[src/rtl/auth_pkg.sv]
// Shared definitions for the user-ID login controller: state encoding,
// default parameter values and the ID width derivation.
package auth_pkg;

  typedef enum logic [1:0] {
    S_IDLE    = 2'd0,
    S_SEARCH  = 2'd1,
    S_GRANTED = 2'd2,
    S_LOCKED  = 2'd3
  } auth_state_e;

  localparam int unsigned DEF_DIGIT_W       = 4;
  localparam int unsigned DEF_DIGITS        = 4;
  localparam int unsigned DEF_ADDR_W        = 4;
  localparam int unsigned DEF_ENTRIES       = 16;
  localparam int unsigned DEF_MAX_TRIES     = 3;
  localparam int unsigned DEF_LOCK_CYCLES   = 1024;
  localparam int unsigned DEF_ENTRY_TIMEOUT = 0;

  function automatic int unsigned id_width(input int unsigned digit_w,
                                           input int unsigned digits);
    return digit_w * digits;
  endfunction

endpackage

[src/rtl/userid_auth_ctrl_if.sv]
// Front-panel, ID ROM and access-gate signals of the login controller.
// master: environment / ROM side; slave: the controller.
interface userid_auth_ctrl_if
  import auth_pkg::*;
#(
  parameter int unsigned DIGIT_W = DEF_DIGIT_W,
  parameter int unsigned DIGITS  = DEF_DIGITS,
  parameter int unsigned ADDR_W  = DEF_ADDR_W
) ();
  localparam int unsigned ID_W = id_width(DIGIT_W, DIGITS);

  logic [DIGIT_W-1:0] in_toggle;
  logic               push_button;
  logic               logout;
  logic [ADDR_W-1:0]  rom_addr;
  logic [ID_W-1:0]    rom_data;
  logic [ADDR_W-1:0]  internalid;
  logic               access_rom;
  logic               busy;
  logic               fail;
  logic               locked;

  modport master (
    output in_toggle, push_button, logout, rom_data,
    input  rom_addr, internalid, access_rom, busy, fail, locked
  );

  modport slave (
    input  in_toggle, push_button, logout, rom_data,
    output rom_addr, internalid, access_rom, busy, fail, locked
  );
endinterface

[src/rtl/userid_entry_shift.sv]
// Digit collector: shifts pushed digits into the entry register (first digit
// ends up most significant), counts them, and drops a stale partial entry.
module userid_entry_shift
  import auth_pkg::*;
#(
  parameter int unsigned DIGIT_W       = DEF_DIGIT_W,
  parameter int unsigned DIGITS        = DEF_DIGITS,
  parameter int unsigned ENTRY_TIMEOUT = DEF_ENTRY_TIMEOUT
) (
  input  logic                                   clk_i,
  input  logic                                   rst_i,
  input  logic                                   en_i,
  input  logic                                   clr_i,
  input  logic                                   push_i,
  input  logic [DIGIT_W-1:0]                     digit_i,
  output logic [id_width(DIGIT_W, DIGITS)-1:0]   entry_o,
  output logic                                   done_o
);
  localparam int unsigned ID_W    = id_width(DIGIT_W, DIGITS);
  localparam int unsigned CNT_W   = $clog2(DIGITS + 1);
  localparam int unsigned TO_W    = (ENTRY_TIMEOUT > 0) ? $clog2(ENTRY_TIMEOUT + 1) : 1;
  localparam int unsigned TO_LAST = (ENTRY_TIMEOUT > 0) ? ENTRY_TIMEOUT - 1 : 0;
  localparam bit          TO_EN   = (ENTRY_TIMEOUT > 0);

  logic [ID_W-1:0]  entry_q, entry_d;
  logic [CNT_W-1:0] cnt_q, cnt_d;
  logic [TO_W-1:0]  idle_q, idle_d;
  logic             accept, last, timeout;

  // clr_i (logout) has priority over a coincident push.
  assign accept  = en_i & push_i & ~clr_i;
  assign last    = (cnt_q == CNT_W'(DIGITS - 1));
  assign done_o  = accept & last;
  assign timeout = TO_EN && en_i && !push_i && (cnt_q != '0) && (idle_q == TO_W'(TO_LAST));
  assign entry_o = entry_q;

  always_comb begin
    entry_d = entry_q;
    cnt_d   = cnt_q;
    idle_d  = idle_q;
    if (clr_i || timeout) begin
      entry_d = '0;
      cnt_d   = '0;
      idle_d  = '0;
    end else if (accept) begin
      entry_d = (entry_q << DIGIT_W) | ID_W'(digit_i);
      cnt_d   = last ? '0 : cnt_q + 1'b1;
      idle_d  = '0;
    end else if (TO_EN && en_i && (cnt_q != '0)) begin
      idle_d = idle_q + 1'b1;
    end
  end

  always_ff @(posedge clk_i or posedge rst_i) begin
    if (rst_i) begin
      entry_q <= '0;
      cnt_q   <= '0;
      idle_q  <= '0;
    end else begin
      entry_q <= entry_d;
      cnt_q   <= cnt_d;
      idle_q  <= idle_d;
    end
  end

endmodule

[src/rtl/userid_auth_ctrl.sv]
// Login controller: collects a user ID, scans the synchronous ID ROM one address
// per cycle for the first match, grants access, and locks out after repeated failures.
module userid_auth_ctrl
  import auth_pkg::*;
#(
  parameter int unsigned DIGIT_W       = DEF_DIGIT_W,
  parameter int unsigned DIGITS        = DEF_DIGITS,
  parameter int unsigned ADDR_W        = DEF_ADDR_W,
  parameter int unsigned ENTRIES       = DEF_ENTRIES,
  parameter int unsigned MAX_TRIES     = DEF_MAX_TRIES,
  parameter int unsigned LOCK_CYCLES   = DEF_LOCK_CYCLES,
  parameter int unsigned ENTRY_TIMEOUT = DEF_ENTRY_TIMEOUT
) (
  input logic               clk,
  input logic               reset,
  userid_auth_ctrl_if.slave bus
);
  localparam int unsigned ID_W   = id_width(DIGIT_W, DIGITS);
  localparam int unsigned SCNT_W = $clog2(ENTRIES + 1);
  localparam int unsigned TRY_W  = $clog2(MAX_TRIES + 1);
  localparam int unsigned LOCK_W = $clog2(LOCK_CYCLES + 1);

  auth_state_e       state_q, state_d;
  logic [ADDR_W-1:0] rom_addr_q, rom_addr_d;
  logic [ADDR_W-1:0] internalid_q, internalid_d;
  logic [SCNT_W-1:0] scnt_q, scnt_d;
  logic [TRY_W-1:0]  tries_q, tries_d;
  logic [LOCK_W-1:0] lock_q, lock_d;
  logic              access_q, access_d;
  logic              fail_q, fail_d;
  logic [ID_W-1:0]   entry;
  logic              entry_done, entry_clr;

  userid_entry_shift #(
    .DIGIT_W      (DIGIT_W),
    .DIGITS       (DIGITS),
    .ENTRY_TIMEOUT(ENTRY_TIMEOUT)
  ) u_entry (
    .clk_i  (clk),
    .rst_i  (reset),
    .en_i   (state_q == S_IDLE),
    .clr_i  (entry_clr),
    .push_i (bus.push_button),
    .digit_i(bus.in_toggle),
    .entry_o(entry),
    .done_o (entry_done)
  );

  always_comb begin
    state_d      = state_q;
    rom_addr_d   = rom_addr_q;
    internalid_d = internalid_q;
    scnt_d       = scnt_q;
    tries_d      = tries_q;
    lock_d       = lock_q;
    access_d     = access_q;
    fail_d       = 1'b0;
    entry_clr    = 1'b0;
    unique case (state_q)
      S_IDLE: begin
        if (bus.logout) begin
          entry_clr = 1'b1;
        end else if (entry_done) begin
          state_d    = S_SEARCH;
          rom_addr_d = '0;
          scnt_d     = '0;
        end
      end
      S_SEARCH: begin
        if (bus.logout) begin
          state_d   = S_IDLE;
          entry_clr = 1'b1;
        end else begin
          if (rom_addr_q != ADDR_W'(ENTRIES - 1)) rom_addr_d = rom_addr_q + 1'b1;
          scnt_d = scnt_q + 1'b1;
          // With scnt_q = n+1 the ROM word on rom_data belongs to address n.
          if (scnt_q != '0) begin
            if (bus.rom_data == entry) begin
              state_d      = S_GRANTED;
              access_d     = 1'b1;
              internalid_d = ADDR_W'(scnt_q - 1'b1);
              tries_d      = '0;
            end else if (scnt_q == SCNT_W'(ENTRIES)) begin
              fail_d    = 1'b1;
              entry_clr = 1'b1;
              tries_d   = tries_q + 1'b1;
              lock_d    = '0;
              state_d   = (tries_q == TRY_W'(MAX_TRIES - 1)) ? S_LOCKED : S_IDLE;
            end
          end
        end
      end
      S_GRANTED: begin
        if (bus.logout) begin
          state_d      = S_IDLE;
          access_d     = 1'b0;
          internalid_d = '0;
          entry_clr    = 1'b1;
        end
      end
      S_LOCKED: begin
        if (lock_q == LOCK_W'(LOCK_CYCLES - 1)) begin
          state_d = S_IDLE;
          tries_d = '0;
          lock_d  = '0;
        end else begin
          lock_d = lock_q + 1'b1;
        end
      end
      default: state_d = S_IDLE;
    endcase
  end

  always_ff @(posedge clk or posedge reset) begin
    if (reset) begin
      state_q      <= S_IDLE;
      rom_addr_q   <= '0;
      internalid_q <= '0;
      scnt_q       <= '0;
      tries_q      <= '0;
      lock_q       <= '0;
      access_q     <= 1'b0;
      fail_q       <= 1'b0;
    end else begin
      state_q      <= state_d;
      rom_addr_q   <= rom_addr_d;
      internalid_q <= internalid_d;
      scnt_q       <= scnt_d;
      tries_q      <= tries_d;
      lock_q       <= lock_d;
      access_q     <= access_d;
      fail_q       <= fail_d;
    end
  end

  assign bus.rom_addr   = rom_addr_q;
  assign bus.internalid = internalid_q;
  assign bus.access_rom = access_q;
  assign bus.fail       = fail_q;
  assign bus.busy       = (state_q == S_SEARCH);
  assign bus.locked     = (state_q == S_LOCKED);

endmodule

[src/flat_wrapper.sv]
// flat-port wrapper written by rule: the top's interface ports become plain ports
module userid_auth_ctrl_flat import auth_pkg::*;
#(
  parameter int unsigned DIGIT_W       = DEF_DIGIT_W,
  parameter int unsigned DIGITS        = DEF_DIGITS,
  parameter int unsigned ADDR_W        = DEF_ADDR_W,
  parameter int unsigned ENTRIES       = DEF_ENTRIES,
  parameter int unsigned MAX_TRIES     = DEF_MAX_TRIES,
  parameter int unsigned LOCK_CYCLES   = DEF_LOCK_CYCLES,
  parameter int unsigned ENTRY_TIMEOUT = DEF_ENTRY_TIMEOUT
)
  (clk, reset, bus_in_toggle, bus_push_button, bus_logout, bus_rom_data, bus_rom_addr, bus_internalid, bus_access_rom, bus_busy, bus_fail, bus_locked);
  userid_auth_ctrl_if #(.DIGIT_W(DIGIT_W), .DIGITS(DIGITS), .ADDR_W(ADDR_W)) bus_i ();
  input logic clk;
  input logic reset;
  input wire logic [$bits(bus_i.in_toggle)-1:0] bus_in_toggle;
  input wire logic [$bits(bus_i.push_button)-1:0] bus_push_button;
  input wire logic [$bits(bus_i.logout)-1:0] bus_logout;
  input wire logic [$bits(bus_i.rom_data)-1:0] bus_rom_data;
  output wire logic [$bits(bus_i.rom_addr)-1:0] bus_rom_addr;
  output wire logic [$bits(bus_i.internalid)-1:0] bus_internalid;
  output wire logic [$bits(bus_i.access_rom)-1:0] bus_access_rom;
  output wire logic [$bits(bus_i.busy)-1:0] bus_busy;
  output wire logic [$bits(bus_i.fail)-1:0] bus_fail;
  output wire logic [$bits(bus_i.locked)-1:0] bus_locked;
  assign bus_i.in_toggle = bus_in_toggle;
  assign bus_i.push_button = bus_push_button;
  assign bus_i.logout = bus_logout;
  assign bus_i.rom_data = bus_rom_data;
  assign bus_rom_addr = bus_i.rom_addr;
  assign bus_internalid = bus_i.internalid;
  assign bus_access_rom = bus_i.access_rom;
  assign bus_busy = bus_i.busy;
  assign bus_fail = bus_i.fail;
  assign bus_locked = bus_i.locked;
  userid_auth_ctrl #(.DIGIT_W(DIGIT_W), .DIGITS(DIGITS), .ADDR_W(ADDR_W), .ENTRIES(ENTRIES), .MAX_TRIES(MAX_TRIES), .LOCK_CYCLES(LOCK_CYCLES), .ENTRY_TIMEOUT(ENTRY_TIMEOUT)) u_core (.clk(clk), .reset(reset), .bus(bus_i));
endmodule
[config.mk]
export PLATFORM = sky130hd
export DESIGN_NAME = userid_auth_ctrl_flat
export DESIGN_NICKNAME = d
export VERILOG_FILES = /design/src/rtl/auth_pkg.sv /design/src/rtl/userid_auth_ctrl_if.sv /design/src/rtl/userid_entry_shift.sv /design/src/rtl/userid_auth_ctrl.sv /design/src/flat_wrapper.sv
export SDC_FILE = /design/constraint.sdc
export NUM_CORES = 1
export LEC_CHECK = 0
export CORE_MARGIN = 4
export CORE_UTILIZATION = 49
export CTS_BUF_LIST = sky130_fd_sc_hd__clkbuf_16
export CTS_CLUSTER_DIAMETER = 100
export DETAILED_ROUTE_END_ITERATION = 16
export PLACE_DENSITY_LB_ADDON = 0.08
export SLEW_MARGIN = 20
export SYNTH_ARGS = -nofsm -noshare
export SYNTH_HDL_FRONTEND = slang
export SYNTH_SLANG_ARGS = --single-unit
export TNS_END_PERCENT = 30
[constraint.sdc]
create_clock -name clk -period 2 [get_ports clk]
set_clock_uncertainty 0.15 [all_clocks]
set_input_delay 0.4 -clock clk [delete_from_list [all_inputs] [get_ports clk]]
set_output_delay 0.4 -clock clk [all_outputs]
set_load 0.05 [all_outputs]
Yosys cells after proc, flatten, opt, wreduce, memory -nomap -nowiden

Cells that the tools add are included.
Widths: inputs -> output; s select.

Output and inout port bits: 12
Bits of input ports: 24
Flip-flop bits (word level): 49

Muxes and demuxes: 53
Equality and inequality tests: 22
Add/sub/neg operators: 6
Bitwise gates (word level): 5
Reductions and logical operators: 13

Operator list:

| operator              | number |
|---|---|
| $mux 11               | 5 |
| $mux 16               | 2 |
| $mux 4                | 8 |
| $mux 2                | 13 |
| $pmux 11 s2           | 1 |
| $reduce_and 5->1      | 4 |
| $eq 16x16->1          | 1 |
| $or 16x4->16          | 1 |
| $pmux 4 s2            | 2 |
| $mux 5                | 3 |
| $ne 2x1->1 const B    | 6 |
| $add 11x1->11 const B | 1 |
| $eq 11x10->1 const B  | 1 |
| $mux 1                | 11 |
| $pmux 5 s2            | 1 |
| $mux 3                | 3 |
| $ne 2x2->1 const B    | 4 |
| $pmux 2 s4            | 1 |
| $reduce_bool 2->1     | 4 |
| $eq 2x2->1 const B    | 3 |
| $reduce_and 6->1      | 1 |
| $add 5x1->5 const B   | 1 |
| $eq 5x5->1 const B    | 1 |
| $reduce_bool 5->1     | 1 |
| 17 further kinds      | 20 |

Depth between registers and ports, before layout

Depth in word-level cells: 12
Gate-level depth with buffers: 8

Hierarchy

A second synthesis with hierarchy kept.

Cell total of the unflattened synthesis: 256
Area, all modules: 2,648.8 µm²

Modules (own cells, without submodules):

| module             | area an instance (µm²) | cells each | times used |
|---|---|---|---|
| userid_auth_ctrl   | 1,905.6                | 206        | 1 |
| userid_entry_shift | 743.2                  | 50         | 1 |

Least setup slack after synthesis

OpenSTA, ideal clock, no wires.

Kind: register -> register
Start: reg u_core.scnt_q[0]
End: reg u_core.u_entry.cnt_q[0]
Setup slack: -59 ps
Data arrival time: 1,788 ps
Data required time: 1,729 ps
Setup time: 121 ps
Cell stages (with the launch flop): 9
Cell sequence: dfrtp_1 inv_1 ha_1 nor3b_1 nand2_1 o311a_1 buf_6 buf_6 a22o_1

Cells in the longest elaborated chain, start to end: 9

Ends and longest elaborated chain:

| what                        | RTL line                 | RTL |
|---|---|---|
| from (decl)                 | userid_auth_ctrl.sv:26   | `logic [SCNT_W-1:0] scnt_q, scnt_d;` |
| from (signal assigned)      | userid_auth_ctrl.sv:128  | `scnt_q <= scnt_d;` |
| $eq 5x5->1                  | userid_auth_ctrl.sv:83   | `end else if (scnt_q == SCNT_W'(ENTRIES)) begin` |
| $mux 1                      | userid_auth_ctrl.sv:83   |  |
| $mux 1                      | userid_auth_ctrl.sv:78   | `if (bus.rom_data == entry) begin` |
| $mux 1 *                    | userid_auth_ctrl.sv:77   | `if (scnt_q != '0) begin` |
| $mux 1 *                    | userid_auth_ctrl.sv:70   | `if (bus.logout) begin` |
| $pmux 1 s2 *                | userid_auth_ctrl.sv:59   | `unique case (state_q)` |
| $not 1->1                   | userid_entry_shift.sv:31 | `assign accept = en_i & push_i & ~clr_i;` |
| $and 1x1->1                 | userid_entry_shift.sv:31 |  |
| $reduce_bool 2->1 (no line) | --                       |  |
| to (signal assigned)        | userid_entry_shift.sv:61 | `cnt_q <= cnt_d;` |
| to (decl)                   | userid_entry_shift.sv:26 | `logic [CNT_W-1:0] cnt_q, cnt_d;` |

Mark *: on every way between the ends. The rest lies on a longest branch, timed or not.
A chain may end at the register's enable or synchronous reset.

Worst setup path after layout

Start: reg u_core.u_entry.entry_q[2] (netlist: u_core.u_entry.entry_o[2])
End: reg u_core.u_entry.entry_q[9] (netlist: u_core.u_entry.entry_o[9])

Cells in the longest elaborated chain, start to end: 8

Ends and longest elaborated chain:

| what                        | RTL line                 | RTL |
|---|---|---|
| from (decl)                 | userid_entry_shift.sv:25 | `logic [ID_W-1:0] entry_q, entry_d;` |
| from (signal assigned)      | userid_entry_shift.sv:60 | `entry_q <= entry_d;` |
| $eq 16x16->1 *              | userid_auth_ctrl.sv:78   |  |
| $mux 1 *                    | userid_auth_ctrl.sv:78   |  |
| $mux 1 *                    | userid_auth_ctrl.sv:77   |  |
| $mux 1 *                    | userid_auth_ctrl.sv:70   |  |
| $pmux 1 s2 *                | userid_auth_ctrl.sv:59   |  |
| $not 1->1                   | userid_entry_shift.sv:31 |  |
| $and 1x1->1                 | userid_entry_shift.sv:31 |  |
| $reduce_bool 2->1 (no line) | --                       |  |

Marked as above.

==> reports/metrics.yaml <==
status: "finished with violations"
violations: "negative setup slack"
fin_ws_ps: -21.31
areaGrowthSynthToFinish_pct: 43.32
layout.nets: 355
clkTransAtPathRegs_ps: 60
clockRootBuffer: "clkbuf_16"
top_layer_used: "met4"
grt_pass1_vias: 2221
critical_path.max_fanout: 4
syn_area_um2: 2556
ys_seq_elements: 49
yosys_warnings: 0
grt_antenna_before_repair: 0
synth-main-ff-cell: "dfrtp_1"
critPathLaunchType: "register"
final_cell_area_um2: 3664
cts_max_level: 2
final_antenna_net_count: 0
multiInputGateArea_um2: 1414
synth_common_cells: "dfrtp_1, a22o_1, nand2_1, xor2_1, nor2_1"
r2r-end: "u_core.u_entry.entry_o[9]$_DFFE_PP0P_"
avgSynthCellArea_um2: 10.61
dp_hpwl_um: 4161
ys_types: 47
setup_viol: 4
fin_crit_sh_pct: 101.1
async_reset_ff_share_pct: 100.0
via_per_inst: 5.408
grt_pass1_wl_um: 10540
fp.dieH_um: 80.23
die_w_um: 80.23
grt_max_degree: 36
io_buffers: 35
seqCellArea_um2: 1226
worst_setup_path_end_kind: "register"
reg2reg_slack_ps: -20
n_fill_cell: 391
reg2reg_depth: 7
wirelength_um: 6241
slew_violations: 0
drc_errors: 0
yosysTopAreaCell: "dfrtp_1"
worstMarginPinSlew_ps: 383.6
drive_gt1_share_pct: 31.69
core.rowCount: 26
antenna_cells: 0
crit_slowest_cell: "dfrtp_1"
synth_nets: 272
hold_class: "in2async"
cts_buffer_depth: 2
vias: 2136
start_util_pct: 50.37
ys_seq_area_share_pct: 47.97
p_leak_nw: 1.769
r2r_start: "u_core.u_entry.entry_o[2]$_DFFE_PP0P_"
finalHoldViolCount: 0
power.density_nw_per_um2: 636.2
wl_met2_um: 3031
cts_hold_buf: 0
hold_ws_ps: 235.5
wl_per_cell_um: 15.80
pin_count: 36
drv_cap: 0
utilization_pct: 72.19
synth_edf_count: 0
syn_inst: 241
cts_buffers: 5
wl_met1_um: 2847
fmax_mhz: 494.7
placed_area_um2: 3301
crit_chain: "xor2_1 > nor4_2 > buf_4 > and4_4 > o311a_4 > buf_16 > a22o_1"
grt_usage_pct: 21.22
peakVddDrop_mv: 0.3840
rsz0062_at_grt: "yes"
drtIter0Drc: 116
clk_latency_ps: 290
synth.area.top_cells: "dfrtp_1, a22o_1, xor2_1"
worstPathRequired_ps: 2020
die_area_um2: 6436
slew_headroom_pct: 74.33
critPathArrivalTime_ps: 2040
coreArea_um2: 5075
clock_sinks: 49
synth.top_cell.area_share_pct: 47.97
yosysMostFrequentCell: "dfrtp_1"
critPathMaxStageDelay_ps: 400
first_pass_iters: 4
min_period_ps: 2021
grt_overflow: 0
place_congestion: 0.8313
dr_wl_met3_um: 237
cts_tree: "yes"
worstSetupPathType: "reg2reg"
==> stage by stage <==
step	std cells	setup TNS (ps)	power [mW]	setup WS [ps]
3_3_place_gp	380	-18160	1.456	-518.9
3_5_place_dp	380	-20670	1.463	-588.5
2_1_floorplan	241	0	1.291	3.097
5_1_grt	395	-1649	2.430	-71.85
6_report	395	-27.35	2.331	-21.31
4_1_cts	395	-1314	2.300	-95.30
==> worst max-delay path by stage <==
stage,start,depth (start not counted),to
after floorplan,u_core.scnt_q[0]$_DFFE_PP0P_,6,u_core.bus.internalid[0]$_DFFE_PP0P_
after global placement,bus_rom_data[5],8,u_core.state_q[0]$_DFFE_PP0P_
after detailed placement,bus_rom_data[5],8,u_core.state_q[0]$_DFFE_PP0P_
after CTS,u_core.scnt_q[0]$_DFFE_PP0P_,8,u_core.u_entry.entry_o[13]$_DFFE_PP0P_
after global routing,u_core.u_entry.entry_o[11]$_DFFE_PP0P_,7,u_core.u_entry.entry_o[9]$_DFFE_PP0P_
final,u_core.u_entry.entry_o[2]$_DFFE_PP0P_,7,u_core.u_entry.entry_o[9]$_DFFE_PP0P_
==> critical path, delay by kind of cell, from the launching register on <==
| family | cells | cell delay [ps] |
|---|---|---|
| buffers and inverters | 2 | 290 |
| xor gates and xnor gates | 1 | 210 |
| AOI/OAI and AO/OA | 2 | 620 |
| and+or+nand+nor | 2 | 240 |
| DFF | 1 | 400 |
==> area by class of cell <==
type                            instances  area share (%)
Clock inverter                          3          0.3757
Sequential cell                        49           33.47
Tap cell                               70           2.391
Timing Repair Buffer                   86           20.73
Inverter                               10           1.025
Multi-Input combinational cell        172           38.59
Clock buffer                            5           3.415
==> routing by layer <==
layer | GRT usage (%) | vias to the layer above
met5 | 0 | -
met4 | 6.757 | 0
met3 | 4.484 | 12
met2 | 35.35 | 44
met1 | 27.48 | 1054
li1 | - | 1026
==> registers in the layout, indices dropped and copies added, names as in the netlist <==
signal	flops
u_core.u_entry.entry_o	16
u_core.lock_q	11
u_core.scnt_q	5
u_core.bus.internalid	4
u_core.bus.rom_addr	4
u_core.u_entry.cnt_q	3
u_core.state_q	2
u_core.tries_q	2
u_core.bus.access_rom	1
u_core.bus.fail	1
==> cells by family (layout without fill, tap and decap cells) <==
family,Yosys count,in the layout,share of synthesized area (%)
buffers and inverters,20,104,3.622
and+or+nand+nor,84,84,17.92
xor gates and xnor gates,26,26,8.909
adders and majority gates,7,7,3.426
DFF,49,49,47.97
muxes,9,9,3.573
AOI/OAI and AO/OA,46,46,14.59
==> placed cells by master (no fill, tap or decap), types with 2 or more instances in the layout <==
cell / n
a2111oi_2: 2
a211o_1: 3
a21oi_1: 2
a22o_1: 22
and2_1: 2
buf_12: 3
buf_4: 54
buf_6: 5
clkbuf_16: 5
clkdlybuf4s50_1: 7
clkinv_2: 2
dfrtp_1: 49
dlygate4sd2_1: 16
ha_1: 6
inv_1: 8
inv_2: 3
mux2i_1: 8
nand2_1: 16
nand2_2: 2
nand2b_1: 3
nand3_1: 8
nand4_1: 5
nor2_1: 13
nor2b_1: 6
nor3_1: 6
nor3b_1: 2
nor3b_2: 2
nor4_1: 3
nor4_2: 3
o21ai_0: 3
o21ai_1: 2
o2bb2ai_1: 3
xnor2_1: 7
xor2_1: 11
xor2_2: 8
==> what timing repair did <==
action	4_1_cts	5_1_grt
pin swaps	19	40
buffers inserted	4	4
endpoints found under the setup margin	41	41
gates cloned	3	0
gates resized for setup	35	22
==> where the power goes <==
part / switching, mW / internal (mW) / total (mW)
Clock: 0.358 / 0.455 / 0.813
Combinational: 0.218 / 0.237 / 0.454
Sequential: 0.0327 / 1.03 / 1.06
Total: 0.609 / 1.72 / 2.33
Note: power is estimated with default switching activity, not from simulation.
